$ cat src/rtl/softmax_maxnorm_buf.sv
// rtl/softmax_maxnorm_buf.sv - row buffer with running max; streams X - max per tile
// Loads one row of tiles, then drains it as saturated (X - max) with ready/valid.
module softmax_maxnorm_buf #(
  parameter int WIDTH        = 32,
  parameter int FRAC_WIDTH   = 16,
  parameter int MAX_ELEMENTS = 64,
  parameter int TILE_SIZE    = 4
) (
  input  logic                                 clk,
  input  logic                                 rst_n,
  input  logic                                 en,
  input  logic                                 start,
  input  logic [$clog2(MAX_ELEMENTS+1)-1:0]    row_len,
  input  logic [TILE_SIZE*WIDTH-1:0]           X_tile_in,
  input  logic                                 tile_in_valid,
  output logic                                 tile_in_ready,
  output logic [TILE_SIZE*WIDTH-1:0]           Y_tile_out,
  output logic                                 tile_out_valid,
  input  logic                                 tile_out_ready,
  output logic [WIDTH-1:0]                     max_out,
  output logic                                 max_valid,
  output logic                                 busy,
  output logic                                 done,
  output logic                                 err
);

  localparam int NT_MAX = MAX_ELEMENTS / TILE_SIZE;
  localparam int IDX_W  = (NT_MAX > 1) ? $clog2(NT_MAX) : 1;
  localparam int CNT_W  = IDX_W + 1;
  localparam int LEN_W  = $clog2(MAX_ELEMENTS + 1);
  localparam int LANE_W = $clog2(TILE_SIZE + 1);
  localparam int TW     = TILE_SIZE * WIDTH;
  localparam logic [LEN_W-1:0] MAX_LEN  = LEN_W'(MAX_ELEMENTS);
  localparam logic [WIDTH-1:0] MOST_NEG = {1'b1, {(WIDTH-1){1'b0}}};

  if (FRAC_WIDTH >= WIDTH || (MAX_ELEMENTS % TILE_SIZE) != 0) begin : g_bad_params
    $error("softmax_maxnorm_buf: illegal parameterisation");
  end

  typedef enum logic [1:0] {S_IDLE, S_LOAD, S_DRAIN} state_e;

  state_e                    state_q, state_d;
  logic [IDX_W-1:0]          ntm1_q, ntm1_d;
  logic [LANE_W-1:0]         vl_q, vl_d;
  logic [IDX_W-1:0]          in_cnt_q, in_cnt_d;
  logic [CNT_W-1:0]          rd_q, rd_d;
  logic signed [WIDTH-1:0]   max_q, max_d;
  logic                      max_valid_q, max_valid_d;
  logic [TW-1:0]             y_q, y_d;
  logic                      out_valid_q, out_valid_d;
  logic                      done_q, done_d;
  logic                      err_q, err_d;

  logic [TW-1:0]             mem [NT_MAX];

  logic                      in_acc, last_in, row_len_ok;
  logic [LANE_W-1:0]         n_valid;
  logic signed [WIDTH-1:0]   tile_max, lane_x;
  logic [TW-1:0]             rd_tile, y_calc;
  logic [WIDTH-1:0]          rx;
  logic [WIDTH:0]            diff;

  assign tile_in_ready = en && (state_q == S_LOAD);
  assign in_acc        = tile_in_valid && tile_in_ready;
  assign last_in       = (in_cnt_q == ntm1_q);
  assign row_len_ok    = (row_len != '0) && (row_len <= MAX_LEN);
  assign rd_tile       = mem[rd_q[IDX_W-1:0]];

  assign Y_tile_out     = y_q;
  assign tile_out_valid = out_valid_q;
  assign max_out        = max_q;
  assign max_valid      = max_valid_q;
  assign busy           = (state_q != S_IDLE);
  assign done           = done_q;
  assign err            = err_q;

  always_ff @(posedge clk) begin
    if (in_acc) mem[in_cnt_q] <= X_tile_in;
  end

  // Running max over valid lanes; the first beat seeds it from lane 0, ties keep the old value.
  always_comb begin
    lane_x   = '0;
    n_valid  = last_in ? vl_q : LANE_W'(TILE_SIZE);
    tile_max = (in_cnt_q == '0) ? X_tile_in[TW-1 -: WIDTH] : max_q;
    for (int i = 0; i < TILE_SIZE; i++) begin
      lane_x = X_tile_in[(TILE_SIZE-1-i)*WIDTH +: WIDTH];
      if ((LANE_W'(i) < n_valid) && (lane_x > tile_max)) tile_max = lane_x;
    end
  end

  always_comb begin
    y_calc = '0;
    rx     = '0;
    diff   = '0;
    for (int i = 0; i < TILE_SIZE; i++) begin
      rx   = rd_tile[(TILE_SIZE-1-i)*WIDTH +: WIDTH];
      diff = {rx[WIDTH-1], rx} - {max_q[WIDTH-1], max_q};
      if ((rd_q[IDX_W-1:0] == ntm1_q) && (LANE_W'(i) >= vl_q))
        y_calc[(TILE_SIZE-1-i)*WIDTH +: WIDTH] = MOST_NEG;
      else if (diff[WIDTH] && !diff[WIDTH-1])
        y_calc[(TILE_SIZE-1-i)*WIDTH +: WIDTH] = MOST_NEG;
      else
        y_calc[(TILE_SIZE-1-i)*WIDTH +: WIDTH] = diff[WIDTH-1:0];
    end
  end

  always_comb begin
    state_d     = state_q;
    ntm1_d      = ntm1_q;
    vl_d        = vl_q;
    in_cnt_d    = in_cnt_q;
    rd_d        = rd_q;
    max_d       = max_q;
    max_valid_d = max_valid_q;
    y_d         = y_q;
    out_valid_d = out_valid_q;
    done_d      = 1'b0;
    err_d       = 1'b0;
    unique case (state_q)
      S_IDLE: begin
        if (start) begin
          if (row_len_ok) begin
            ntm1_d   = IDX_W'((int'(row_len) - 1) / TILE_SIZE);
            vl_d     = LANE_W'(int'(row_len) - ((int'(row_len) - 1) / TILE_SIZE) * TILE_SIZE);
            in_cnt_d = '0;
            rd_d     = '0;
            state_d  = S_LOAD;
          end else begin
            err_d = 1'b1;
          end
        end
      end
      S_LOAD: begin
        if (in_acc) begin
          max_d    = tile_max;
          in_cnt_d = in_cnt_q + IDX_W'(1);
          if (last_in) begin
            max_valid_d = 1'b1;
            state_d     = S_DRAIN;
          end
        end
      end
      S_DRAIN: begin
        // Output register refills whenever it is empty or being consumed this cycle.
        if ((rd_q <= {1'b0, ntm1_q}) && (!out_valid_q || tile_out_ready)) begin
          y_d         = y_calc;
          out_valid_d = 1'b1;
          rd_d        = rd_q + CNT_W'(1);
        end else if (out_valid_q && tile_out_ready) begin
          out_valid_d = 1'b0;
          max_valid_d = 1'b0;
          done_d      = 1'b1;
          state_d     = S_IDLE;
        end
      end
      default: state_d = S_IDLE;
    endcase
  end

  always_ff @(posedge clk) begin
    if (!rst_n) begin
      state_q     <= S_IDLE;
      ntm1_q      <= '0;
      vl_q        <= '0;
      in_cnt_q    <= '0;
      rd_q        <= '0;
      max_q       <= '0;
      max_valid_q <= 1'b0;
      y_q         <= '0;
      out_valid_q <= 1'b0;
      done_q      <= 1'b0;
      err_q       <= 1'b0;
    end else if (en) begin
      state_q     <= state_d;
      ntm1_q      <= ntm1_d;
      vl_q        <= vl_d;
      in_cnt_q    <= in_cnt_d;
      rd_q        <= rd_d;
      max_q       <= max_d;
      max_valid_q <= max_valid_d;
      y_q         <= y_d;
      out_valid_q <= out_valid_d;
      done_q      <= done_d;
      err_q       <= err_d;
    end
  end

endmodule
$ cat config.mk
export PLATFORM = sky130hd
export DESIGN_NAME = softmax_maxnorm_buf
export DESIGN_NICKNAME = d
export VERILOG_FILES = /design/src/rtl/softmax_maxnorm_buf.sv
export SDC_FILE = /design/constraint.sdc
export NUM_CORES = 2
export LEC_CHECK = 0
export BUFFER_PORTS_ARGS = -buffer_cell sky130_fd_sc_hd__buf_2
export CAP_MARGIN = 20
export CELL_PAD_IN_SITES_DETAIL_PLACEMENT = 1
export CELL_PAD_IN_SITES_GLOBAL_PLACEMENT = 2
export CORE_MARGIN = 1
export CORE_UTILIZATION = 30
export DETAILED_ROUTE_END_ITERATION = 8
export GPL_TIMING_DRIVEN = 0
export PLACE_DENSITY = 0.6
export SLEW_MARGIN = 20
export SYNTH_ARGS = -nofsm -noshare
export SYNTH_HDL_FRONTEND = slang
export SYNTH_SLANG_ARGS = --single-unit
export TNS_END_PERCENT = 10
$ cat constraint.sdc
create_clock -name clk -period 45.1 [get_ports clk]
set_clock_uncertainty 0.2 [all_clocks]
set_input_delay 13.53 -clock clk [delete_from_list [all_inputs] [get_ports clk]]
set_output_delay 13.53 -clock clk [all_outputs]
set_load 0.02 [all_outputs]
# Word-level counts from Yosys, hierarchy flattened
# Memory sizes are Yosys's and may differ from the RTL's. A register that Yosys moved wholly into a read port is not among the register bits.
# Cells that the tools add are included.
# W data, S select, Z words.
# totals
n_memories	1
elab_cells	132
mem_bits_rw	2048
output_inout_bits	166
register_bits	182
in_bits	141
# mem_list
name	words	word_bits	read_ports	rd_ports_with_merged_regs	write_ports	line_no	rtl
mem	16	128	1	1	1	54	logic [TW-1:0] mem [NT_MAX];
# op_classes
n_bitwise	1
n_eq_ne	11
reduce_logical	40
mux	45
n_addsub	9
n_lt_le_gt_ge	14
# op_table
cell	count
$mux W32	13
$sub A32 B32 Y33	4
$gt A32 B32 Y1	4
$mux W4	5
$logic_and A1 B1 Y1	17
$mux W5	3
$ne A2 B2 Y1 const B	7
$mux W1	13
$mux W2	6
$pmux W5 S2	1
$reduce_and A5 Y1	2
$reduce_bool A2 Y1	5
$reduce_and A3 Y1	3
$eq A4 B4 Y1	2
$pmux W4 S2	1
$sub A7 B1 Y8 const B	1
$le A7 B7 Y1 const B	1
$reduce_and A7 Y1	1
$reduce_bool A7 Y1	1
$ge A1 B3 Y1 const A	2
$ge A2 B3 Y1 const A	2
$lt A1 B3 Y1 const A	2
$lt A2 B3 Y1 const A	2
$pmux W2 S3	1
17 further kinds	21

# Depth between registers and ports, before layout
# depth
depth_word	14
ltp_mapped	68
ltp_nobuf	60

# Worst setup path after synthesis
# Ideal clock, no wire load.
# synth_timing
path_type	input -> output
start	input port en
end	output port tile_in_ready
cell_stages	2
n_path_buf	0
path_slack_ps	17405
required_time_ps	31370
t_arrival_ps	13965
path_cell_list	nor2b_1 -> and2_1
# synth_via
elab_chain_cells	1
# synth_lines
item	line_no	rtl
from (decl)	11	input logic en,
$logic_and A1 B1 Y1	63	assign tile_in_ready = en && (state_q == S_LOAD);
to (decl)	16	output logic tile_in_ready,
# Every way passes these cells.

# Worst setup path in the final report
# Same ends and word-level chain as after synthesis.

==> qor.yml <==
sta:
  worst_slack_ns: 16.71
  finalHoldViolCount: 0
  worst_pin_slew_ns: 1.23
  period_needed_ns: 28.39
  finalMaxSlewViolations: 0
  fmax_mhz: 35.2
  grt_setup_unrepaired: "false"
  relSlewSlack: 0.182
  final-setup-viol-count: 0
  timing.final.crit_share: 0.629
  fin_setup_tns_ns: 0
yosys:
  synthAdderAreaFrac: 0.0356
  synth-edff-count: 2048
  synth_top_area_share: 0.652
  yosysUniqueCellTypes: 82
  synth_seq_area_share: 0.692
  synthSimpleGateAreaFrac: 0.0327
  synth-compound-area-share: 0.0540
  avgSynthCellArea_sq_um: 18.3
  synth_area_sq_um: 94300
  ys.flop_type: "edfxtp_1"
  synth.area.top_cells: "edfxtp_1 65%, mux4_2 15%, dfxtp_1 3.9%"
  synthCells: 5160
  async_flop_share: 0
  ys_warn_count: 0
  synth_top_family_by_area: "multiplexers"
  synth.ff_latch_count: 2234
  synth_area_leader_cell: "edfxtp_1"
  yosys.area_share.xor_xnor: 0.0110
  syn_nets: 5567
  synth_mux_area_frac: 0.159
setup_path:
  worst_ep_required_time_ns: 31.37
  slowest_delay_ns: 0.39
  cp-end-kind: "output port"
  crit_fanout: 9
  arrival_ns: 14.66
  crit_path_cell_trace: "buf_2, nor2b_1, and2_1, buf_2"
  crit_path_frequent_cell: "buf_2"
  crit_slowest_cell: "and2_1"
  startpoint_type: "input pin"
  criticalPathCategory: "input pin to output port"
place:
  place.gp.congestion: 0.865
  io_buffers: 306
  dp_slack_ns: 16.08
  dp.cells: 9697
  dpl.hpwl_um: 243000
drt:
  wl_met3_um: 26200
  vias: 54600
  topRoutingLayerUsed: "met5"
  drc: 0
  wl_met2_um: 161000
  drt.antenna.violating_nets: 0
  wirelength_um: 350000
  viasPerCell: 5.36
  routedLengthMet1_um: 152000
  firstDrtPassIters: 7
  wl_per_cell_um: 34.4
  drt_iter0_markers: 6068
floorplan:
  fp.coreArea_sq_um: 312000
  die_x_um: 563
  initial_utilization: 0.302
  ioPinCount: 307
  die_area_sq_um: 317000
  die_y_um: 563
  placementRows: 205
power:
  vdd.ir_drop.worst_mv: 0.0317
  powerDensity_nw_per_um2: 41.5
  total_leakage_power_nw: 35.9
clocking:
  clkTransAtPathRegs_ns: 0.06
  cts_resized: 0
  cts_tree: "done"
  cts_buffer_depth: 4
  cts.sinks: 2234
  cts_setup_buffers: 0
  cts_max_level: 4
  cts_root_buffer: "clkbuf_16"
  cts_hold_buf: 0
  numCtsBuffers: 248
  insertion_delay_ns: 0.98
cells_and_area:
  area_delta_synth_final_pct: 18.2
  fin_cells: 10200
  seq_area_sq_um: 65200
  multiInputGateArea_sq_um: 27600
  nFillCells: 31100
  fin_nets: 6216
  drive_above_1_share: 0.263
  final_core_util: 0.357
global_route:
  grt_remaining_overflow: 0
  grt_pass1_vias: 55500
  grt_max_degree: 34
  grt_usage: 0.218
  grt_pass1_wl_um: 472000
  antenna_found_initial: 104
outcome:
  status: "completed"
worst_hold_path:
  hold_path.class: "flop to flop"
job:
  drv_cap: 0
layer usage:
layer | up-vias | track usage
met1 | 29500 | 0.305
met3 | 479 | 0.0398
met2 | 2095 | 0.345
met4 | 42 | 0.0629
met5 | - | 0
li1 | 22400 | -
stage by stage:
| step | hold WS, ns | total power, W | instance area (sq um) |
|---|---|---|---|
| 3_3_place_gp | 0.238 | 0.00264 | 101000 |
| 2_1_floorplan | 0.231 | 0.00249 | 94300 |
| 4_1_cts | 0.257 | 0.00466 | 111000 |
| 5_1_grt | 0.279 | 0.00475 | 111000 |
| 6_report | 0.249 | 0.00462 | 111000 |
| 3_5_place_dp | 0.244 | 0.00265 | 103000 |
state kept, by name, indices dropped and copies added (netlist names), named ones only:
| name | count |
|---|---|
| in_cnt_q | 4 |
| rd_q | 5 |
| state_q | 2 |
| mem | 2048 |
| vl_q | 3 |
| ntm1_q | 4 |
| tile_out_valid | 1 |
| done | 1 |
| max_out | 32 |
| err | 1 |
| Y_tile_out | 128 |
| max_valid | 1 |
area by class of cell:
cell class	count	area share
clock buffer	304	0.0592
buffer	231	0.00891
sequential	2234	0.585
timing repair buffer	399	0.0333
antenna	21	0.000472
multi-input combinational	2524	0.248
inverter	171	0.00576
clock inverter	155	0.0128
tap	4140	0.0465
cell families (layout without fill, tap and decap cells):
logic type,count (synthesis),in the layout
flops,2234,2234
compound gates,795,795
mux,710,710
simple gates,635,635
buf+inv,402,1260
fa+ha+maj,266,266
xor+xnor,118,118
other cells,0,21
critical path: cells and delay by family:
| family | cells | cell delay (ns) |
|---|---|---|
| buffers and inverters | 2 | 0.41 |
| AND/OR/NAND/NOR | 2 | 0.71 |
final timing paths:
path	startpoint	end	slack [ns]	cells after the start
worst max-delay path	en	tile_in_ready	16.71	4
worst min-delay path	Y_tile_out[124]	Y_tile_out[124]	0.25	2
worst max register to register	in_cnt_q[0]	max_out[7]	27.33	62
worst min register to register	Y_tile_out[124]	Y_tile_out[124]	0.25	2
synth_stat cells (13+ instances only):
library cell / count
edfxtp_1: 2048
dfxtp_1: 186
a21o_1: 66
mux4_2: 624
nor3_1: 54
xor2_1: 50
ha_1: 262
a31oi_1: 44
nor2_1: 176
a211oi_1: 31
o21ai_0: 169
o21a_1: 24
o21bai_1: 18
buf_1: 50
mux2_2: 32
nand3_1: 40
nor2b_1: 62
mux2i_1: 53
nand2_1: 151
a22oi_1: 45
clkinv_1: 21
or3_1: 16
xnor2_1: 68
and3_1: 16
a21oi_1: 238
inv_1: 147
clkbuf_1: 167
and2_1: 28
a21boi_0: 13
nand2b_1: 26
nand4_1: 33
a22o_1: 50
where the power goes:
group | total, W | internal [W] | leakage (nW) | switching, W
logic | 0.000345 | 0.000108 | 12.1 | 0.000236
registers | 0.00226 | 0.00226 | 19.9 | 0.00000324
clock network | 0.00202 | 0.00115 | 3.93 | 0.000864
total | 0.00462 | 0.00352 | 35.9 | 0.00110
layout by cell type, fill, tap and decap left out, types with 53 or more instances in the layout:
cell type,n
ha_1,262
clkbuf_16,250
dfxtp_1,185
mux2i_1,53
clkinv_2,55
buf_2,340
xnor2_1,68
clkbuf_2,53
clkbuf_1,169
nor3_1,54
nand2_1,150
o21ai_0,169
a21oi_1,235
clkinv_1,67
nor2_1,175
mux4_2,624
a21o_1,66
inv_1,126
edfxtp_1,2048
nor2b_1,62
(Power assumes the default switching activity.)
